**src/rtl/ttt_move_gen.sv**
```systemverilog
// Tic-tac-toe computer move generator. It scans the board in three phases:
// complete its own line (WIN), block a player line (BLOCK), then take a preferred cell (PREF).
module ttt_move_gen (
    input  logic       clk,
    input  logic       rst,
    input  logic       req,
    input  logic [8:0] board_x,
    input  logic [8:0] board_o,
    input  logic       ack,
    output logic [3:0] comp_pos,
    output logic       move_valid,
    output logic       no_move,
    output logic       illegal,
    output logic       busy
);

    typedef enum logic [2:0] {
        S_IDLE  = 3'd0,
        S_WIN   = 3'd1,
        S_BLOCK = 3'd2,
        S_PREF  = 3'd3,
        S_DONE  = 3'd4
    } state_t;

    state_t     state_q, state_d;
    logic [3:0] idx_q, idx_d;
    logic [8:0] bx_q, bx_d;
    logic [8:0] bo_q, bo_d;
    logic [3:0] comp_pos_q, comp_pos_d;
    logic       no_move_q, no_move_d;
    logic       illegal_q, illegal_d;

    // Cell indices are 0-based (position - 1); packed as {c2, c1, c0}.
    function automatic logic [11:0] line_table(input logic [2:0] k);
        case (k)
            3'd0:    line_table = {4'd2, 4'd1, 4'd0};
            3'd1:    line_table = {4'd5, 4'd4, 4'd3};
            3'd2:    line_table = {4'd8, 4'd7, 4'd6};
            3'd3:    line_table = {4'd6, 4'd3, 4'd0};
            3'd4:    line_table = {4'd7, 4'd4, 4'd1};
            3'd5:    line_table = {4'd8, 4'd5, 4'd2};
            3'd6:    line_table = {4'd8, 4'd4, 4'd0};
            default: line_table = {4'd6, 4'd4, 4'd2};
        endcase
    endfunction

    // Preference order centre, corners, edges (positions 5,1,3,7,9,2,4,6,8).
    function automatic logic [3:0] pref_table(input logic [3:0] p);
        case (p)
            4'd0:    pref_table = 4'd4;
            4'd1:    pref_table = 4'd0;
            4'd2:    pref_table = 4'd2;
            4'd3:    pref_table = 4'd6;
            4'd4:    pref_table = 4'd8;
            4'd5:    pref_table = 4'd1;
            4'd6:    pref_table = 4'd3;
            4'd7:    pref_table = 4'd5;
            default: pref_table = 4'd7;
        endcase
    endfunction

    logic [8:0] own;
    logic [8:0] occ;
    logic [3:0] c0, c1, c2;
    logic [3:0] pref_cell;
    logic       hit;
    logic [3:0] hit_cell;

    always_comb begin
        own       = (state_q == S_WIN) ? bo_q : bx_q;
        occ       = bx_q | bo_q;
        {c2, c1, c0} = line_table(idx_q[2:0]);
        pref_cell = pref_table(idx_q);
        hit       = 1'b0;
        hit_cell  = 4'd0;
        if (own[c0] && own[c1] && !occ[c2]) begin
            hit      = 1'b1;
            hit_cell = c2;
        end else if (own[c0] && own[c2] && !occ[c1]) begin
            hit      = 1'b1;
            hit_cell = c1;
        end else if (own[c1] && own[c2] && !occ[c0]) begin
            hit      = 1'b1;
            hit_cell = c0;
        end
    end

    always_comb begin
        state_d    = state_q;
        idx_d      = idx_q;
        bx_d       = bx_q;
        bo_d       = bo_q;
        comp_pos_d = comp_pos_q;
        no_move_d  = 1'b0;
        illegal_d  = 1'b0;
        case (state_q)
            S_IDLE: begin
                comp_pos_d = 4'd0;
                if (req) begin
                    bx_d    = board_x;
                    bo_d    = board_o;
                    idx_d   = 4'd0;
                    state_d = S_WIN;
                end
            end
            S_WIN, S_BLOCK: begin
                // Overlap is only possible on the first WIN cycle after a latch.
                if (state_q == S_WIN && (bx_q & bo_q) != 9'd0) begin
                    illegal_d = 1'b1;
                    idx_d     = 4'd0;
                    state_d   = S_IDLE;
                end else if (hit) begin
                    comp_pos_d = hit_cell + 4'd1;
                    state_d    = S_DONE;
                end else if (idx_q == 4'd7) begin
                    idx_d   = 4'd0;
                    state_d = (state_q == S_WIN) ? S_BLOCK : S_PREF;
                end else begin
                    idx_d = idx_q + 4'd1;
                end
            end
            S_PREF: begin
                // Index 9 is the extra cycle that reports a full board.
                if (idx_q == 4'd9) begin
                    no_move_d = 1'b1;
                    idx_d     = 4'd0;
                    state_d   = S_IDLE;
                end else if (!occ[pref_cell]) begin
                    comp_pos_d = pref_cell + 4'd1;
                    state_d    = S_DONE;
                end else begin
                    idx_d = idx_q + 4'd1;
                end
            end
            S_DONE: begin
                if (ack) begin
                    comp_pos_d = 4'd0;
                    idx_d      = 4'd0;
                    state_d    = S_IDLE;
                end
            end
            default: begin
                comp_pos_d = 4'd0;
                idx_d      = 4'd0;
                state_d    = S_IDLE;
            end
        endcase
    end

    always_ff @(posedge clk) begin
        if (rst) begin
            state_q    <= S_IDLE;
            idx_q      <= 4'd0;
            bx_q       <= 9'd0;
            bo_q       <= 9'd0;
            comp_pos_q <= 4'd0;
            no_move_q  <= 1'b0;
            illegal_q  <= 1'b0;
        end else begin
            state_q    <= state_d;
            idx_q      <= idx_d;
            bx_q       <= bx_d;
            bo_q       <= bo_d;
            comp_pos_q <= comp_pos_d;
            no_move_q  <= no_move_d;
            illegal_q  <= illegal_d;
        end
    end

    assign comp_pos   = comp_pos_q;
    assign move_valid = (state_q == S_DONE);
    assign no_move    = no_move_q;
    assign illegal    = illegal_q;
    assign busy       = (state_q != S_IDLE);

endmodule
```
**config.mk**
```make
export PLATFORM = sky130hd
export DESIGN_NAME = ttt_move_gen
export DESIGN_NICKNAME = d
export VERILOG_FILES = /design/src/rtl/ttt_move_gen.sv
export SDC_FILE = /design/constraint.sdc
export NUM_CORES = 1
export LEC_CHECK = 0
export CAP_MARGIN = 20
export CORE_MARGIN = 2
export CORE_UTILIZATION = 56
export DETAILED_ROUTE_END_ITERATION = 16
export GPL_ROUTABILITY_DRIVEN = 0
export GPL_TIMING_DRIVEN = 0
export PLACE_DENSITY = 0.79
export SKIP_CTS_REPAIR_TIMING = 1
export SYNTH_ARGS = -nofsm -noshare
export SYNTH_HDL_FRONTEND = slang
export SYNTH_SLANG_ARGS = --single-unit
```
**constraint.sdc**
```tcl
create_clock -name clk -period 4.2 [get_ports clk]
set_input_delay 0.84 -clock clk [delete_from_list [all_inputs] [get_ports clk]]
set_output_delay 0.84 -clock clk [all_outputs]
set_load 0.05 [all_outputs]
```
==> metrics.yaml, run 1 <==
power_and_ir_drop:
  p_switching_w: 0.000788
  combPwrFrac_pct: 59.0
  p_per_area_nw_per_um2: 545
  p_leak_nw: 1.15
  p_total_w: 0.00166
  p_clk_share_pct: 14.6
  switching_share_pct: 47.5
  ir_worst_vdd_uv: 311
  p_int_w: 0.000872
  p_seq_share_pct: 26.3
sta:
  worst_slew_pin_slew_ps: 611
  fin_crit_sh_pct: 94.6
  fin_ws_ps: 227
  rsz0062_at_grt: "false"
  clock_skew_ps: 3.77
  hold_viol: 0
  fin_setup_tns_ps: 0
  slew_violations: 0
  max_slew_margin_pct: 58.1
  min_period_ps: 3970
  setup_viol: 0
  max_freq_ghz: 0.252
cells_and_area:
  instances_no_fill: 425
  fillCellCount: 395
  nets: 403
  fin_util_pct: 69.5
  num_antenna_cells: 0
  drive_gt1_share_pct: 9.92
  area_growth_pct: 18.2
placed_design:
  dp.cells: 416
  hpwl_um: 5260
  place_ws_ps: 76.6
  port_buffers: 28
global_route:
  grt_max_degree: 12
  track_usage_pct: 28.2
  antenna_found_initial: 0
  grt_pass1_wl_um: 11600
  gr-total-overflow: 0
  grt_pass1_vias: 2480
floorplan:
  core_um2: 4380
  dieHeight_um: 71.8
  num_rows: 24
  ios: 30
  die_area_um2: 5160
  start_util_pct: 58.8
  die-width_um: 71.8
critical_path:
  slowest_delay_ps: 570
  required_ps: 4350
  crit_type: "reg2reg"
  worst_setup_path_end_kind: "register"
  startpoint: "idx_q[2]$_SDFFE_PP0N_"
  r2r-start: "idx_q[2]$_SDFFE_PP0N_"
  arrival_ps: 4120
  cp-start-kind: "register"
  crit_fanout: 10
  cp_slowest_cell: "or4_1"
  path_cells: "clkbuf_4 > inv_1 > ha_1 > or4_1 > and2_1 > mux2i_1 > mux4_2 > o22ai_2 > a21oi_4 > o21ai_4 > mux2i_2 > or2_2 > ha_1 > inv_1 > o22ai_1"
logic_synthesis:
  seq_area_frac_synth_pct: 27.2
  ys_types: 69
  syn_nets: 367
  syn_avg_cell_area_um2: 7.67
  synth_cells: 336
  ys_ff_latch: 35
  netlist_area_um2: 2580
  synth-edff-count: 0
  yosysWarnings: 0
  async_flop_share_pct: 0
  synth-main-ff-cell: "dfxtp_1"
drt:
  wl_per_cell_um: 16.3
  first_pass_iters: 5
  wl_um: 6940
  drtAntennaViolNets: 0
  drt_first_iter_violations: 331
  viasPerCell: 6.41
  vias: 2724
  drc_errors: 0
clock_tree:
  cts_tree: "done"
  cts_inserted_buffers: 5
  clock_tree.root_cell: "clkbuf_8"
  clockBufferDepth: 2
  insertion_delay_ps: 290
  clk_pin_slew_ps: 70
  htreeDepth: 2
  cts_num_sinks: 35
status:
  outcome: "finished clean"
min_path:
  worstHoldStart: "comp_pos[3]$_SDFFE_PP0P_"
  worst_hold_path_type: "reg2reg"
run:
  drv_cap: 0
==> final timing paths <==
check | end | depth (start not counted) | slack, ps
setup reg to reg | register | 15 | 230
hold reg to reg | comp_pos[3]$_SDFFE_PP0P_ | 2 | 490
setup / recovery | register | 15 | 230
hold / removal | comp_pos[3]$_SDFFE_PP0P_ | 2 | 490
==> metrics by stage <==
step,cell area [um2],hold WS (ps)
global route,3050,518
global placement,2920,471
detailed placement,2920,477
CTS,3010,494
floorplan,2580,458
finish,3050,490
==> cell usage after synthesis (all sizes together), types with 4 or more instances <==
cell type	n	area, um2
clkbuf	9	33.8
mux2i	14	140
inv	22	82.6
nand3	7	40.0
a221oi	8	70.1
nor2	31	116
nor2b	9	56.3
a22oi	4	30.0
o21ai	12	71.3
and2	4	25.0
nand2	50	190
buf	9	50.1
a21oi	30	161
nor3	10	55.1
a211oi	6	45.0
o21a	4	30.0
ha	9	113
a31oi	5	37.5
o22ai	4	37.5
dfxtp	35	701
==> power by group through the flow <==
stage,combinational (W),sequential (W),clock (W)
floorplan,0.000722,0.000429,0
global placement,0.000905,0.000440,0
detailed placement,0.000920,0.000441,0
CTS,0.000926,0.000433,0.000243
global route,0.00106,0.000442,0.000257
finish,0.000980,0.000437,0.000243
==> per-layer routing <==
layer / global-route usage, % / share of wire (%) / wire length [um] / vias to the layer above
met5: 0 / 0 / 0 / -
met4: 8.81 / 1.8 / 126 / 0
met3: 4.78 / 8.9 / 617 / 19
met2: 43.3 / 44 / 3060 / 138
met1: 40.3 / 45 / 3140 / 1255
li1: - / - / - / 1312
==> critical path, delay by kind of cell (launching register included) <==
kind,cells,cell delay (ps)
AO/OA/AOI/OAI,4,690
AND/OR/NAND/NOR,3,1100
flip-flops,1,370
multiplexers,3,810
adder cells (fa/ha/maj),2,510
buffers and inverters,3,360
==> cells in the final DEF (no fill, tap or decap), types with 4 or more instances in the layout <==
| cell | synthesis | layout |
|---|---|---|
| a211oi_1 | 6 | 6 |
| nor2b_1 | 9 | 9 |
| o21ai_0 | 10 | 10 |
| clkbuf_8 | 0 | 5 |
| clkbuf_1 | 9 | 9 |
| nand2_1 | 49 | 49 |
| nor3_1 | 9 | 9 |
| o21a_1 | 4 | 4 |
| clkdlybuf4s50_1 | 0 | 28 |
| dfxtp_1 | 35 | 34 |
| a221oi_1 | 8 | 8 |
| inv_1 | 22 | 22 |
| nor2_1 | 31 | 31 |
| a21oi_1 | 29 | 29 |
| nand3_1 | 6 | 6 |
| mux2i_1 | 14 | 12 |
| a31oi_1 | 4 | 4 |
| and2_1 | 4 | 4 |
| a22oi_1 | 4 | 4 |
| ha_1 | 9 | 9 |
==> logic make-up after synthesis <==
| group | synth area share, % |
|---|---|
| simple gates | 24.5 |
| compound gates | 29.7 |
| buf+inv | 6.46 |
| flops | 27.2 |
| mux | 7.18 |
| fa+ha+maj | 4.37 |
| xor+xnor | 0.680 |
==> cell type report <==
type	count	area (um2)	area share [%]
plain buffers	17	82.6	2.71
clock buffers	6	72.6	2.38
clock inverters	2	12.5	0.411
inverters	22	82.6	2.71
multi-input cells	261	1730	56.9
flip-flops and latches	35	702	23.0
well taps	52	65.1	2.14
repair buffers	30	295	9.70
No activity file was read; power rests on OpenSTA's default activity.
==> inputs of run 2 (changes only) <==
- SKIP_LAST_GASP: default -> 1
==> results of run 2 <==
Same layout as run 1: the final DEF is identical, and so are final timing and power.
==> inputs of run 3 (changes only) <==
- SLEW_MARGIN: default -> 30
- TNS_END_PERCENT: default -> 30
==> run 3 against run 2 <==
Effect of this change: register-to-register slack about the same; highest routed layer unchanged; count of clock-buffer cells in the layout stayed put; via count increased by 0.22%; sequential cell count stayed put; utilization did not move; sequential share of layout area is the same; critical path type unchanged.
==> metrics.yaml, run 3 (same netlist as run 1, synthesis figures left out) <==
critical_path:
  slowest_delay_ps: 570  # about the same
  rr_worst_depth: 15  # unchanged
  crit_type: "reg2reg"
  required_ps: 4350  # about the same
  arrival_ps: 4120  # about the same
  r2r-start: "idx_q[2]$_SDFFE_PP0N_"
  cp-start-kind: "register"
  rrSetupSlack_ps: 230  # about the same
  path_cells: "clkbuf_4 > inv_1 > ha_1 > or4_1 > and2_1 > mux2i_1 > mux4_2 > o22ai_2 > a21oi_4 > o21ai_4 > mux2i_2 > or2_2 > ha_1 > inv_1 > o22ai_1"
  worst_setup_path_end_kind: "register"
  crit_fanout: 10  # unchanged
  cp_slowest_cell: "or4_1"
global_route:
  grt_max_degree: 12  # unchanged
  grt_pass1_vias: 2480  # unchanged
  grt_pass1_wl_um: 11600  # unchanged
  gr-total-overflow: 0  # unchanged
  antenna_found_initial: 0  # unchanged
  track_usage_pct: 28.2  # unchanged
cells_and_area:
  nets: 403  # unchanged
  area_growth_pct: 18.2  # unchanged
  drive_gt1_share_pct: 9.92  # unchanged
  num_antenna_cells: 0  # unchanged
  final_cell_mix: "49 x nand2_1, 34 x dfxtp_1, 31 x nor2_1"
  final_common_cell: "nand2_1"
min_path:
  hold_depth: 2  # unchanged
  worstHoldStart: "comp_pos[3]$_SDFFE_PP0P_"
  hold_end: "comp_pos[3]$_SDFFE_PP0P_"
  worst_hold_path_type: "reg2reg"
sta:
  max_freq_ghz: 0.252  # about the same
  hold_ws_ps: 490  # -0.0350 ps
  setup_viol: 0  # unchanged
  max_slew_margin_pct: 57.7  # -0.42 points
  hold_viol: 0  # unchanged
  rsz0062_at_grt: "true"
  clock_skew_ps: 2.22  # -1.56 ps
  min_period_ps: 3970  # +0.309 ps
  worst_slew_pin_slew_ps: 617  # +6.13 ps
  slew_violations: 0  # unchanged
  fin_ws_ps: 227  # -0.309 ps
  fin_crit_sh_pct: 94.6  # about the same
placed_design:
  hpwl_um: 5260  # unchanged
  port_buffers: 28  # unchanged
  place_ws_ps: 76.6  # unchanged
floorplan:
  die_area_um2: 5160  # unchanged
  dieHeight_um: 71.8  # unchanged
  start_util_pct: 58.8  # unchanged
  core_um2: 4380  # unchanged
  num_rows: 24  # unchanged
  ios: 30  # unchanged
  die-width_um: 71.8  # unchanged
drt:
  drt_first_iter_violations: 316  # -4.5%
  drc_errors: 0  # unchanged
  vias: 2730  # +0.22%
  viasPerCell: 6.42  # +0.22%
  wl_per_cell_um: 16.3  # about the same
  first_pass_iters: 6  # +1
  drtAntennaViolNets: 0  # unchanged
  wl_um: 6940  # about the same
clock_tree:
  insertion_delay_ps: 290  # about the same
  clk_pin_slew_ps: 70  # about the same
  clockBufferDepth: 2  # unchanged
  htreeDepth: 2  # unchanged
  clock_tree.root_cell: "clkbuf_8"
  cts_num_sinks: 35  # unchanged
  cts_inserted_buffers: 5  # unchanged
  cts_tree: "done"
status:
  outcome: "finished clean"
power_and_ir_drop:
  switching_share_pct: 47.5  # about the same
  p_switching_w: 0.000787  # about the same
  p_seq_share_pct: 26.3  # about the same
  p_int_w: 0.000871  # -0.11%
  p_leak_nw: 1.15  # about the same
  p_per_area_nw_per_um2: 544  # about the same
  combPwrFrac_pct: 59.1  # about the same
  ir_worst_vdd_uv: 310  # -0.20%
  p_clk_share_pct: 14.6  # about the same
run:
  drv_cap: 0  # unchanged
==> run 3: power by group through the flow <==
stage / Sequential (W) / Clock [W] / Combinational, W
finish: 0.000437 / 0.000241 / 0.000980
global route: 0.000442 / 0.000257 / 0.00106
CTS: 0.000433 / 0.000243 / 0.000926
detailed placement: 0.000441 / 0 / 0.000920
global placement: 0.000440 / 0 / 0.000905
floorplan: 0.000429 / 0 / 0.000722
==> run 3: how the worst max path moves through the flow <==
stage	endpoint	from	cells past startpoint
after floorplan	register	idx_q[2]$_SDFFE_PP0N_	16
final	register	idx_q[2]$_SDFFE_PP0N_	15
after global routing	comp_pos[2]$_SDFFE_PP0P_	idx_q[1]$_SDFFE_PP0N_	15
after CTS	register	idx_q[2]$_SDFFE_PP0N_	15
after global placement	register	idx_q[2]$_SDFFE_PP0N_	15
after detailed placement	register	idx_q[2]$_SDFFE_PP0N_	15
==> run 3: final cells by class <==
cell class | count | area [um2]
Multi-Input combinational cell | 261 | 1730
Fill cell | 395 | 1340
Sequential cell | 35 | 702
Timing Repair Buffer | 30 | 295
Buffer | 17 | 82.6
Inverter | 22 | 82.6
Clock buffer | 6 | 72.6
Tap cell | 52 | 65.1
Clock inverter | 2 | 12.5
==> run 3: metal layers <==
metal	wire length [um]	vias up	global-route usage, %
met3	575	16	4.78
met1	3190	1270	40.3
met2	3090	135	43.3
li1	-	1309	-
met4	88	0	8.81
met5	0	-	0
==> run 3: critical path: cells and delay by family, from the launching register on <==
family	cells	cell delay, ps
and+or+nand+nor	3	1110
muxes	3	810
AOI/OAI and AO/OA	4	680
adders and majority gates	2	510
DFF	1	370
buffers and inverters	3	360
==> run 3: through the flow <==
| step | instance area (um2) | instances | utilization [%] | setup TNS, ps | total power [W] |
|---|---|---|---|---|---|
| 2_1_floorplan | 2580 | 336 | - | 0 | 0.00115 |
| 3_3_place_gp | 2920 | 416 | 66.7 | 0 | 0.00135 |
| 3_5_place_dp | 2920 | 416 | 66.7 | 0 | 0.00136 |
| 4_1_cts | 3010 | 424 | 68.6 | 0 | 0.00160 |
| 5_1_grt | 3050 | 425 | 69.5 | -21.4 | 0.00176 |
| 6_report | 3050 | 425 | 69.5 | 0 | 0.00166 |
